==> src/rtl/pc_gen.sv <==
// Program-counter generator: warm-up sequencing, valid/ready fetch handshake, and buffered redirects.
// Optional feature: define PC_MISALIGN_TRAP_EN to send misaligned redirects to TRAP_PC and pulse misalign_o.
module pc_gen #(
  parameter int unsigned     XLEN        = 32,
  parameter logic [XLEN-1:0] INIT_PC     = '0,
  parameter logic [XLEN-1:0] TRAP_PC     = XLEN'(32'h0000_0004),
  parameter int unsigned     HOLD_CYCLES = 1
) (
  input  logic            clk_i,
  input  logic            rst_n_i,
  input  logic            redirect_i,
  input  logic [XLEN-1:0] redirect_pc_i,
  input  logic            if_ready_i,
  output logic [XLEN-1:0] pc_o,
  output logic            pc_valid_o,
  output logic            stale_o,
  output logic            misalign_o
);

  typedef enum logic {S_WARMUP, S_RUN} state_t;

  localparam state_t          RST_STATE = (HOLD_CYCLES == 0) ? S_RUN : S_WARMUP;
  localparam logic [7:0]      HOLD_LIM  = 8'(HOLD_CYCLES);
  localparam logic [XLEN-1:0] PC_STEP   = XLEN'(4);

`ifdef PC_MISALIGN_TRAP_EN
  function automatic logic [XLEN-1:0] redirect_target(input logic [XLEN-1:0] raw);
    return (raw[1:0] != 2'b00) ? TRAP_PC : raw;
  endfunction
`else
  localparam logic [XLEN-1:0] ALIGN_MASK = ~XLEN'(3);

  function automatic logic [XLEN-1:0] redirect_target(input logic [XLEN-1:0] raw);
    return raw & ALIGN_MASK;
  endfunction
`endif

  state_t          state_q, state_d;
  logic [7:0]      cnt_q, cnt_d;
  logic [XLEN-1:0] pc_q, pc_d;
  logic [XLEN-1:0] pend_pc_q, pend_pc_d;
  logic            pend_vld_q, pend_vld_d;
  logic [XLEN-1:0] redir_tgt;
  logic            fire;

  assign pc_valid_o = (state_q == S_RUN);
  assign fire       = pc_valid_o & if_ready_i;
  assign stale_o    = fire & (redirect_i | pend_vld_q);
  assign pc_o       = pc_q;
  assign redir_tgt  = redirect_target(redirect_pc_i);

  always_ff @(posedge clk_i or negedge rst_n_i) begin
    if (!rst_n_i) begin
      state_q    <= RST_STATE;
      cnt_q      <= '0;
      pc_q       <= INIT_PC;
      pend_pc_q  <= '0;
      pend_vld_q <= 1'b0;
    end else begin
      state_q    <= state_d;
      cnt_q      <= cnt_d;
      pc_q       <= pc_d;
      pend_pc_q  <= pend_pc_d;
      pend_vld_q <= pend_vld_d;
    end
  end

  always_comb begin
    state_d    = state_q;
    cnt_d      = cnt_q;
    pc_d       = pc_q;
    pend_pc_d  = pend_pc_q;
    pend_vld_d = pend_vld_q;
    case (state_q)
      S_WARMUP: begin
        cnt_d = cnt_q + 8'd1;
        if (cnt_d == HOLD_LIM) state_d = S_RUN;
      end
      S_RUN: begin
        if (fire) begin
          // A fresh redirect outranks an older buffered one.
          if (redirect_i)      pc_d = redir_tgt;
          else if (pend_vld_q) pc_d = pend_pc_q;
          else                 pc_d = pc_q + PC_STEP;
          pend_vld_d = 1'b0;
        end else if (redirect_i) begin
          pend_pc_d  = redir_tgt;
          pend_vld_d = 1'b1;
        end
      end
      default: state_d = RST_STATE;
    endcase
  end

`ifdef PC_MISALIGN_TRAP_EN
  logic misalign_q;

  always_ff @(posedge clk_i or negedge rst_n_i) begin
    if (!rst_n_i) misalign_q <= 1'b0;
    else          misalign_q <= pc_valid_o & redirect_i & (redirect_pc_i[1:0] != 2'b00);
  end

  assign misalign_o = misalign_q;
`else
  assign misalign_o = 1'b0;
`endif

endmodule

==> config.mk <==
export PLATFORM = sky130hd
export DESIGN_NAME = pc_gen
export DESIGN_NICKNAME = d
export VERILOG_FILES = /design/src/rtl/pc_gen.sv
export SDC_FILE = /design/constraint.sdc
export NUM_CORES = 1
export LEC_CHECK = 0
export CAP_MARGIN = 20
export CORE_UTILIZATION = 53
export CTS_CLUSTER_SIZE = 30
export DETAILED_ROUTE_END_ITERATION = 12
export MAX_ROUTING_LAYER = met4
export PLACE_DENSITY = 0.8
export REMOVE_ABC_BUFFERS = 1
export SLEW_MARGIN = 20
export SYNTH_ARGS = -nofsm -noshare
export SYNTH_HDL_FRONTEND = slang
export SYNTH_SLANG_ARGS = --single-unit
==> constraint.sdc <==
create_clock -name clk_i -period 2.2 [get_ports clk_i]
set_clock_uncertainty 0.1 [all_clocks]
set_input_delay 0.44 -clock clk_i [delete_from_list [all_inputs] [get_ports clk_i]]
set_output_delay 0.44 -clock clk_i [all_outputs]
set_load 0.01 [all_outputs]
[Word-level counts from Yosys, hierarchy flattened]
Cells that the tools add are included.
Operators by class
  $add $sub $neg: 2
  eq/ne operators: 1
  mux-type cells: 6
  bitwise gates (word level): 4
  reductions and logical operators: 4
Operator list (count)
  $mux 32: 2
  $add 32x3->32 const B: 1
  $add 8x1->8 const B: 1
  $eq 8x1->1 const B: 1
  $mux 1: 4
  $reduce_and 2->1: 2
  $reduce_and 3->1: 1
  $and 1x1->1: 2
  $reduce_bool 2->1: 1
  $not 1->1: 1
  $or 1x1->1: 1
Word-level totals
  register bits: 72
  input bits: 36
  output and inout bits: 35
  word-level logic and storage cells: 22

[Logic depth before layout (Yosys ltp)]
  word-level depth: 4
  depth in mapped cells: 7
  mapped depth without buffers: 6

[Worst setup path before layout]
No wires, ideal clock.
  kind: reg-to-reg
  from: register pc_q[2] (netlist: pc_o[2])
  to: register pc_q[24] (netlist: pc_o[24])
  setup time: 0.127 ns
  arrival time: 1.855 ns
  required time: 1.973 ns
  setup slack: 0.118 ns
  stages on the path, launching flop included: 8
  buffers on the path: 1
  period minus slack after synthesis: 2.082 ns
  cell sequence: dfrtp_1 > ha_1 > and4_1 > buf_4 > nand3_2 > or4_4 > a221oi_2 > nor3_1
Between the ends
  longest elaborated chain between the ends: 3
Ends and longest elaborated chain
  from (decl): line 40  | logic [XLEN-1:0] pc_q, pc_d;
  from (signal assigned): line 62  | pc_q <= pc_d;
  $add 32x3->32: line 84  | else pc_d = pc_q + PC_STEP;
  $mux 32: line 83  | else if (pend_vld_q) pc_d = pend_pc_q;
  $mux 32: line 82  | if (redirect_i) pc_d = redir_tgt;
Every way passes these cells.
A chain may end at the register's enable or synchronous reset.

[Worst setup path after layout]
  from: input port redirect_i
  to: register pc_q[11] (netlist: pc_o[11])
Between the ends
  longest elaborated chain between the ends: 1
Ends and longest elaborated chain
  from (decl): line 11  | input logic redirect_i,
  $mux 32: line 82
Every way passes these cells.

==> reports/metrics.cfg <==
[sta]
fmax_ghz=0.465
slew_headroom_pct=56.3
maxSlewViolCount=0
setup_ws_ns=0.0508
tightestPinTransition_ns=0.653
hold_viol_final=2
period_needed_ns=2.15
setup_viol=0
finalCritPeriodShare_pct=97.7
setup_tns_ns=0
rsz0062_at_grt=no
whs_ns=-0.00145

[clocking]
post_cts_buffers=0
clockRootBuffer=clkbuf_8
path_clk_slew_ns=0.07
cts.path.max_buffers=2
cts_tree=yes
cts_buffers=9
postCtsHoldBufs=0
h-tree-depth=3
cts_num_sinks=70
cts_resized=1
clock_latency_ns=0.34

[placed_design]
place.port_buffers=65
post-dp-hpwl_mm=7.66
placed_cell_area_um2=4980
place_congestion=0.903
dp_slack_ns=-0.231

[pwr]
power.internal_uw=2330
pwr-share-seq_pct=47.7
power_leakage_uw=0.00212
p_switching_uw=1040
pwr-share-clk_pct=25.7
switching_share_pct=30.8
vdd_drop_max_mv=0.347
p_per_area_nw_per_um2=655
power_frac_comb_pct=26.6

[floorplanning]
pin_count=71
num_rows=31
die_width_um=89.3
core_area_um2=7330
initial_core_util_pct=55.1
dieHeight_um=89.3
dieArea_um2=7980

[detailed_routing]
vias_per_cell=6.22
drc=0
vias=3775
drt-total-wl_mm=11.0
first_pass_iters=5
antenna_left=0
wl_per_cell_um=18.1
drt_iter0_markers=306

[critical_path]
reg2reg_slack_ns=0.11
worstPathRequired_ns=2.35
start_kind=input port
end_kind=flop
worstPathArrival_ns=2.30
crit_fanout=11
crit_type=in2reg

[synth]
postSynth.asyncResetShare_pct=100
synth_top_area_share_pct=43.3
synth_area_um2=4040
ys.flop_type=dfrtp_1
ys_ff_latch=70
synth-seq-area-share_pct=43.3
post-synth-top-count-cell=dfrtp_1
yosys-top-cells-area=dfrtp_1 43%, mux2_2 8.6%, a21oi_1 4.1%
synth_cell_types=57
synth_area_leader_cell=dfrtp_1
syn_inst=421
synth_edf_count=0
yosys_warnings=0
synth_common_cells=70 x dfrtp_1, 39 x nand2_1, 33 x a21oi_1, 31 x mux2_2, 29 x nor2_1
avgSynthCellArea_um2=9.60

[cells_and_area]
final_nets=543
nFillCells=556
syn2layout_area_growth_pct=27.0
ff_latch_area_um2=1750
final_area_um2=5130
multi_input_area_um2=2140
antenna_cells=0
layout-drive-gt1-share_pct=18.5

[outcome]
violations=hold timing
outcome=finished with violations

[global_routing]
grt_max_degree=71
grt_use_met1_pct=38.3
grt_pass1_wl_mm=17.5
grt_pass1_vias=3572
met3_usage_pct=3.79
grt_busiest_layer=met2
antenna_found_initial=0
grt_overflow=0
grt_usage_pct=29.9
use_met2_pct=47.3

[run]
cap_violations=0

[hold_path]
hold_class=in2async

worst max-delay path, cell delays in order:
cell and delay (ns):
clkdlybuf4s50_1 0.52, buf_4 0.20, buf_4 0.17, nor2_1 0.51, a22oi_1 0.14, o31a_1 0.14, o21ai_0 0.17
power by group through the flow:
stage / Sequential [uW] / Combinational [uW] / Clock [uW]
3_3_place_gp: 1610 / 863 / 0
5_1_grt: 1630 / 977 / 920
6_report: 1610 / 896 / 864
4_1_cts: 1600 / 893 / 874
3_5_place_dp: 1620 / 888 / 0
2_1_floorplan: 1650 / 365 / 0
cells by family after synthesis:
logic type | count (synthesis) | share of synthesized area (%)
AO/OA/AOI/OAI | 123 | 20.0
XOR/XNOR | 15 | 3.25
adder cells (fa/ha/maj) | 3 | 0.929
buffers and inverters | 37 | 4.21
flip-flops | 70 | 43.3
multiplexers | 37 | 10.1
other | 1 | 0.0928
AND/OR/NAND/NOR | 135 | 18.1
layer usage:
metal | vias to the layer above | wire length [um] | share of wire, %
li1 | 1732 | - | -
met1 | 1823 | 4640 | 42
met2 | 189 | 5230 | 48
met3 | 31 | 756 | 6.9
met4 | 0 | 336 | 3.1
met5 | - | 0 | 0
final timing paths:
| path | to | start | depth (start not counted) |
|---|---|---|---|
| max | pc_o[11] | redirect_i | 7 |
| min | pc_o[23] | rst_n_i | 2 |
| max reg2reg | pc_o[26] | pc_o[5] | 5 |
| min reg2reg | pend_pc_q[23] | pend_pc_q[23] | 2 |
| max in group asynchronous | pend_pc_q[10] | rst_n_i | 2 |
| min in group clk_i | pend_pc_q[23] | pend_pc_q[23] | 2 |
stage by stage:
stage               power, uW  util [%]  instances
global placement         2480      67.9        592
CTS                      3370      69.9        607
detailed placement       2510      67.9        592
floorplan                2020         -        392
global route             3520      70.0        607
finish                   3370      70.0        607
state kept, by name, indices dropped and copies added (netlist names):
name        flops
cnt_q           8
pc_o           30
pc_valid_o      1
pend_vld_q      1
pend_pc_q      30
area by class of cell:
cell class | instances | area share, %
well taps | 99 | 2.41
repair buffers | 101 | 18.5
flip-flops and latches | 70 | 34.1
clock buffers | 13 | 2.70
inverters | 6 | 0.439
clock inverters | 2 | 0.195
multi-input cells | 316 | 41.6
layout by cell type, fill, tap and decap left out, types with 4 or more instances in the layout:
cell type,n
dfrtp_1,70
clkdlybuf4s50_1,63
nand2_1,39
a21oi_1,33
buf_4,33
mux2_2,31
nor2_1,29
o21ai_0,27
nand3_1,16
o22ai_1,10
and3_1,9
clkbuf_8,9
xnor2_1,8
xor2_1,7
inv_1,6
nor3_1,6
mux2i_1,6
nor4_1,6
a31oi_1,6
o31ai_1,5
a211o_1,4
nand4_1,4
a31o_2,4
a22oi_1,4
a22o_1,4
a221oi_1,4
clkbuf_1,4
No activity file was read; power rests on OpenSTA's default activity.
